--- src/rtl/hazard_response_unit_pkg.sv ---
// Shared constants for the hazard response unit: FSM state encodings,
// stall request polarity and the width of the internal sequencing counter.
package hazard_response_unit_pkg;

  // FSM state encodings, kept as plain constants for compatibility with older blocks
  localparam logic [1:0] STATE_RUN   = 2'd0;
  localparam logic [1:0] STATE_STALL = 2'd1;
  localparam logic [1:0] STATE_FLUSH = 2'd2;

  // Level on the stall input that requests a stall (the hazard unit drives it active-low)
  localparam logic STALL_ASSERT = 1'b0;

  // Width of the shared stall/flush sequencing counter (covers STALL_MAX up to 15)
  localparam int SEQ_W = 4;

endpackage

--- src/rtl/hazard_response_unit_sat_counter.sv ---
// Saturating event counter: counts up by one on each inc cycle and
// sticks at all-ones instead of wrapping. Synchronous active-high reset.
module sat_counter #(
  parameter int W = 16
) (
  input  logic         clock,
  input  logic         reset,
  input  logic         inc,
  output logic [W-1:0] count
);

  logic [W-1:0] count_r;
  logic         at_max_s;

  assign at_max_s = &count_r;
  assign count    = count_r;

  // Count qualified events, holding at the maximum once it is reached
  always_ff @(posedge clock) begin
    if (reset) begin
      count_r <= {W{1'b0}};
    end else if (inc && !at_max_s) begin
      count_r <= count_r + {{(W-1){1'b0}}, 1'b1};
    end else begin
      count_r <= count_r;
    end
  end

endmodule

--- src/rtl/hazard_response_unit.sv ---
// Hazard response unit: turns the hazard detection unit's stall and flush
// requests into per-stage pipeline controls with zero latency, bounds stalls
// with a watchdog, and keeps saturating hazard performance counters.
module hazard_response_unit
  import hazard_response_unit_pkg::*;
#(
  parameter int FLUSH_DEPTH = 2,
  parameter int STALL_MAX   = 3,
  parameter int CNT_W       = 16
) (
  input  logic             clock,
  input  logic             reset,
  input  logic             stall,
  input  logic             flush,
  output logic             pc_write,
  output logic             ifid_write,
  output logic             ifid_flush,
  output logic             idex_bubble,
  output logic             busy,
  output logic             stall_timeout,
  output logic [CNT_W-1:0] stall_cycles,
  output logic [CNT_W-1:0] flush_events
);

  localparam logic [SEQ_W-1:0] FLUSH_RELOAD = SEQ_W'(FLUSH_DEPTH - 1);
  localparam logic [SEQ_W-1:0] STALL_LIMIT  = SEQ_W'(STALL_MAX);

  logic [1:0]       state_r;
  logic [1:0]       state_nxt_s;
  logic [SEQ_W-1:0] cnt_r;
  logic [SEQ_W-1:0] cnt_nxt_s;
  logic             timeout_r;
  logic             timeout_set_s;
  logic             stall_req_s;
  logic             stall_drv_s;
  logic             flush_acc_s;

  assign stall_req_s = (stall == STALL_ASSERT);

  // Next-state decode; a flush always wins and abandons any stall in progress.
  // cnt in FLUSH holds the squash cycles still to come, so FLUSH is left
  // during the cycle that would bring it to zero.
  always_comb begin
    state_nxt_s   = state_r;
    cnt_nxt_s     = cnt_r;
    timeout_set_s = 1'b0;
    stall_drv_s   = 1'b0;
    flush_acc_s   = 1'b0;
    if (flush) begin
      flush_acc_s = 1'b1;
      if (FLUSH_DEPTH == 1) begin
        state_nxt_s = STATE_RUN;
        cnt_nxt_s   = {SEQ_W{1'b0}};
      end else begin
        state_nxt_s = STATE_FLUSH;
        cnt_nxt_s   = FLUSH_RELOAD;
      end
    end else begin
      case (state_r)
        STATE_RUN: begin
          if (stall_req_s) begin
            stall_drv_s = 1'b1;
            state_nxt_s = STATE_STALL;
            cnt_nxt_s   = {{(SEQ_W-1){1'b0}}, 1'b1};
          end else begin
            state_nxt_s = STATE_RUN;
            cnt_nxt_s   = {SEQ_W{1'b0}};
          end
        end
        STATE_STALL: begin
          if (stall_req_s && (cnt_r < STALL_LIMIT)) begin
            stall_drv_s = 1'b1;
            state_nxt_s = STATE_STALL;
            cnt_nxt_s   = cnt_r + {{(SEQ_W-1){1'b0}}, 1'b1};
          end else if (stall_req_s) begin
            // Watchdog: release the pipeline even though the stall is still requested
            timeout_set_s = 1'b1;
            state_nxt_s   = STATE_RUN;
            cnt_nxt_s     = {SEQ_W{1'b0}};
          end else begin
            state_nxt_s = STATE_RUN;
            cnt_nxt_s   = {SEQ_W{1'b0}};
          end
        end
        STATE_FLUSH: begin
          if (cnt_r <= {{(SEQ_W-1){1'b0}}, 1'b1}) begin
            state_nxt_s = STATE_RUN;
            cnt_nxt_s   = {SEQ_W{1'b0}};
          end else begin
            state_nxt_s = STATE_FLUSH;
            cnt_nxt_s   = cnt_r - {{(SEQ_W-1){1'b0}}, 1'b1};
          end
        end
        default: begin
          state_nxt_s = STATE_RUN;
          cnt_nxt_s   = {SEQ_W{1'b0}};
        end
      endcase
    end
  end

  // Control outputs follow the current state and current requests
  assign ifid_flush    = flush_acc_s || (state_r == STATE_FLUSH);
  assign idex_bubble   = ifid_flush || stall_drv_s;
  assign pc_write      = !stall_drv_s;
  assign ifid_write    = !stall_drv_s;
  assign busy          = (state_r != STATE_RUN);
  assign stall_timeout = timeout_r;

  // State, sequencing counter and sticky watchdog flag
  always_ff @(posedge clock) begin
    if (reset) begin
      state_r   <= STATE_RUN;
      cnt_r     <= {SEQ_W{1'b0}};
      timeout_r <= 1'b0;
    end else begin
      state_r   <= state_nxt_s;
      cnt_r     <= cnt_nxt_s;
      timeout_r <= timeout_r | timeout_set_s;
    end
  end

  sat_counter #(.W(CNT_W)) u_stall_cnt (
    .clock (clock),
    .reset (reset),
    .inc   (stall_drv_s),
    .count (stall_cycles)
  );

  sat_counter #(.W(CNT_W)) u_flush_cnt (
    .clock (clock),
    .reset (reset),
    .inc   (flush_acc_s),
    .count (flush_events)
  );

endmodule

--- config.mk ---
export PLATFORM = sky130hd
export DESIGN_NAME = hazard_response_unit
export DESIGN_NICKNAME = d
export VERILOG_FILES = /design/src/rtl/hazard_response_unit_pkg.sv /design/src/rtl/hazard_response_unit_sat_counter.sv /design/src/rtl/hazard_response_unit.sv
export SDC_FILE = /design/constraint.sdc
export NUM_CORES = 1
export LEC_CHECK = 0
export CORE_MARGIN = 4
export CORE_UTILIZATION = 55
export DETAILED_ROUTE_END_ITERATION = 12
export PLACE_DENSITY = 0.84
export SLEW_MARGIN = 20
export SYNTH_ARGS = -nofsm -noshare
export SYNTH_HDL_FRONTEND = slang
export SYNTH_SLANG_ARGS = --single-unit
--- constraint.sdc ---
create_clock -name clock -period 3.6 [get_ports clock]
set_input_delay 0.72 -clock clock [delete_from_list [all_inputs] [get_ports clock]]
set_output_delay 0.72 -clock clock [all_outputs]
set_load 0.01 [all_outputs]
# Word level (Yosys, flattened, before mapping)
# Index checks and enable logic that the tools add are counted.
# word_totals
regBits,39
latch_bits,0
ram_bits,0
romBits,0
inputBits,4
output_inout_bits,38
n_memories,0
# op_classes
n_addsub,4
n_mul,0
div_mod_pow,0
n_lt_le_gt_ge,2
n_eq_ne,2
n_shift,0
muxes,18
n_bitwise,2
n_reduce_logical,13
# op_table
cell,count
$add 16x1->16 const B,2
$reduce_and 16->1,2
$pmux 4 s3,1
$mux 1,11
$mux 4,2
$pmux 2 s3,1
$add 4x1->4 const B,1
$le 4x1->1 const B,1
$lt 4x2->1 const B,1
$mux 2,2
$sub 4x1->4 const B,1
$logic_and 1x1->1,3
$logic_not 1->1,3
$eq 2x1->1 const B,1
$eq 2x2->1 const B,1
$logic_not 2->1,1
$logic_or 1x1->1,2
$pmux 1 s2,1
$reduce_bool 2->1,1
$reduce_or 2->1,1
$not 1->1,1
$or 1x1->1,1

# Longest topological paths before layout
# logic_depth
word_depth,6
mapped_depth,7

# By module
# Synthesis repeated with hierarchy kept, for this count alone.
# unflattened
hier_cells,234
area_unflattened_um2,2060.7
# modules_own_cells
mod,instances,cells_each,area_per_inst_um2,seq_area_each_um2
sat_counter,2,96,833.3,320.3
hazard_response_unit,1,42,394.1,140.1

# Worst setup path after synthesis
# No wires, ideal clock.
# synth_path
path_kind,input to output
start,in flush
end,out pc_write
arrival_time_ps,1693
required_ps,2880
setup_slack_ps,1187
stages,5
cell_sequence,clkbuf_1 > nor3_1 > nand2b_1 > clkbuf_1 > buf_4
# synth_via
elab_chain_cells,2
# synth_rtl
element,line,source
"start, declared",hazard_response_unit.sv:14,"input logic flush,"
$mux 1,hazard_response_unit.sv:49,if (flush) begin
$logic_not 1->1,--,
"end, declared",hazard_response_unit.sv:15,"output logic pc_write,"
# Every way passes these cells.

# Final worst setup path
# layout_path
start,in stall
end,out pc_write
# layout_via
elab_chain_cells,6
# layout_rtl
element,line,source
"start, declared",hazard_response_unit.sv:13,"input logic stall,"
$not 1->1,hazard_response_unit.sv:38,assign stall_req_s = (stall == STALL_ASSERT);
$logic_and 1x1->1,hazard_response_unit.sv:71,if (stall_req_s && (cnt_r < STALL_LIMIT)) begin
$mux 1,hazard_response_unit.sv:71,
$pmux 1 s2 (*),hazard_response_unit.sv:59,case (state_r)
$mux 1 (*),hazard_response_unit.sv:49,
$logic_not 1->1 (*),hazard_response_unit.sv:105,assign pc_write = !stall_drv_s;
# Mark *: on every way between the ends. The rest lies on a longest branch, timed or not.

==> metrics <==
EDFF count, synth 0; Worst EP required 2.88 ns; die area 4872 µm²; CTS tree done; GR Overflow Total 0; Post-Synthesis Cell Area 2101 µm²; clock root cell clkbuf_8; placed cell count 329; CTS buffer count 5; leakage power figure 0.8920 nW; Reg2Reg Setup Slack 1.43 ns; fill count 308; R2R Path End u_stall_cnt.count[8]; slew margin rel. 60.10%; worst hold stages 2; synthesis-stage register bit count 39; actual slew at the worst max-slew pin 0.5935 ns; total track usage 21.18%; DR vias/cell 5.988; Metal-1 WL 2.272 mm; Min Clock Period, post-route 2.922 ns; main combinational cell family by area after synthesis simple AND/OR/NAND/NOR gates; Sum Neg Setup Slack 0 ns; first-pass GRT wire length 8.556 mm; hold crit path type flop to flop; n_diodes 0; Fin. Hold Viols 0; multiplexer share of the synthesized area 6.909%; Hold Startpoint u_stall_cnt.count[12]; P&R area growth vs syn 26.09%; Top FF cell, synth dfxtp_1; Simple-Gate Fraction of Synth Area 29.90%; CTS sink count 39; Synth Instances 248; Tcrit/Tclk final 81.17%; asr flop ratio synth 0%; CP max-delay cell clkdlybuf4s50_1; outcome completed; Setup-failing EPs final 0; post-CTS setup buffers 0; largest net degree at the start of global routing 48; Netlist cell types 45; Worst setup EP type primary output; RR Startpoint u_stall_cnt.count[3]; Seq/Total Area, Yosys 37.16%; Setup crit start kind primary input; CORE AREA 3689 µm²; Final Max Slew Viols 0; Worst Skew 0.004417 ns; end of the worst hold path u_stall_cnt.count[12]; Clk pin slew, worst setup/hold paths 0.07 ns; NumNets Final 297; fmax 0.3422 GHz; Worst path most repeated cell clkdlybuf4s50_1; FF-to-FF path depth 5; Max Cap Violations 0; XOR/XNOR Fraction of Synth Area 0.8338%; DR iter-0 viols 83; DR vias 2018; crit path from stall; vias in the first global route 1876; GP Congestion 0.8369; H-tree depth 2; TritonRoute pass-1 iters 4; Die H 69.80 µm; Top Layer Used met4; crit path DAT 2.20 ns; initial antenna violation count 0; RSZ-0062 raised after global routing false; hold_buf cts 0; IO buf count 41; met2 WL 2.383 mm; Synth Area in Compound Gates 17.63%; non-filler cells, final 337; worst-path cell chain clkdlybuf4s50_1, nor3_1, nand2b_1, clkdlybuf4s50_1; post-synthesis adder-cell area fraction 2.978%; Ports 42; Worst VDD drop 0.0002425 V; total power 0.0008379 W; layout cells sized above 1 12.11%; post_cts resized 0; DP Wirelength 3.577 mm; Synth Warn # 0; pwr dens 316.3 nW/µm²; DRT Wirelength 5.006 mm; fin util 71.81%; CP max stage delay 0.55 ns; Rows 22; DRT antenna net count 0; crit-path max FO 7; Die Wd 69.80 µm; WS Path Type primary input to primary output; Starting Density 56.95%; DRC violations left 0; Avg WL per Cell 14.85 µm; Net Count, Synth 257; wire length on met3 275 µm; Post-Syn Area per Cell 8.471 µm²; worst skew pair latency 0.29 ns; Max clock buf depth 2
-- how the worst max path moves through the flow --
stage | end | slack [ns] | depth (start not counted)
final | pc_write | 0.68 | 4
after floorplan | pc_write | 1.19 | 5
after global routing | ifid_write | 0.53 | 4
after global placement | ifid_write | 0.69 | 4
after CTS | pc_write | 0.66 | 4
after detailed placement | u_stall_cnt.count[13] | 0.65 | 6
-- worst max-delay path: cells and delay by family --
kind,cells,cell delay (ns)
AND/OR/NAND/NOR,2,0.48
buffers and inverters,2,0.99
-- cells by family after synthesis --
| group | count (synthesis) |
|---|---|
| adder cells (fa/ha/maj) | 5 |
| multiplexers | 13 |
| AND/OR/NAND/NOR | 114 |
| XOR/XNOR | 2 |
| buffers and inverters | 22 |
| flip-flops | 39 |
| AO/OA/AOI/OAI | 53 |
-- Yosys cell counts (5+ instances only) --
cell type	number	area share, %
o31ai_1	6	2.1
or2_2	7	2.1
nor4_1	9	2.7
mux2_2	12	6.4
nand2_1	14	2.5
a21oi_1	17	4.0
nor2_1	20	3.6
nor3_1	8	1.9
nand4_1	6	1.8
a211oi_1	5	1.8
inv_1	10	1.8
or3_1	6	1.8
nand3_1	14	3.3
ha_1	5	3.0
clkbuf_1	8	1.4
nor2b_1	14	4.2
dfxtp_1	39	37
-- cell usage in the layout (no fill, tap or decap), types with 4 or more instances in the layout --
cell	count
nor3_1	8
o311ai_0	4
or2_2	7
o41ai_1	4
a211oi_1	5
clkbuf_8	7
or4_1	4
o31ai_1	6
inv_1	10
nor4_1	8
nand4_1	6
mux2_2	12
dfxtp_1	39
ha_1	5
buf_4	4
nand2_1	14
nor2_1	20
clkdlybuf4s50_1	41
or3_1	6
nand3_1	14
a21oi_1	17
nor2b_1	14
-- power breakdown --
part	internal, W	switching [W]
logic	0.0000332	0.0000362
clock network	0.000175	0.000149
registers	0.000437	0.00000795
total	0.000645	0.000193
-- layer usage --
| metal | GRT usage, % | up-vias |
|---|---|---|
| li1 | - | 1011 |
| met1 | 27.85 | 949 |
| met2 | 33.58 | 51 |
| met3 | 4.928 | 7 |
| met4 | 7.872 | 0 |
| met5 | 0 | - |
-- metrics by stage --
stage	hold WS [ns]	cell area [µm²]	setup WS [ns]
2_1_floorplan	0.4985	2101	1.187
3_3_place_gp	0.4625	2549	0.6861
3_5_place_dp	0.4697	2549	0.6545
4_1_cts	0.4894	2649	0.6647
5_1_grt	0.5380	2649	0.5334
6_report	0.4917	2649	0.6777
-- area by class of cell --
type	instances	area (µm²)	share of cell area, %
Clock buffer	8	100.1	3.779
Sequential cell	39	780.7	29.48
Tap cell	48	60.06	2.267
Timing Repair Buffer	45	440.4	16.63
Multi-Input combinational cell	187	1230	46.43
Inverter	10	37.54	1.417
-- registers in the layout, indices dropped and copies added, names as in the netlist --
signal and cells:
stall_timeout 1, cnt_r 4, u_flush_cnt.count 16, u_stall_cnt.count 16, state_r 2
(Power assumes the default switching activity.)
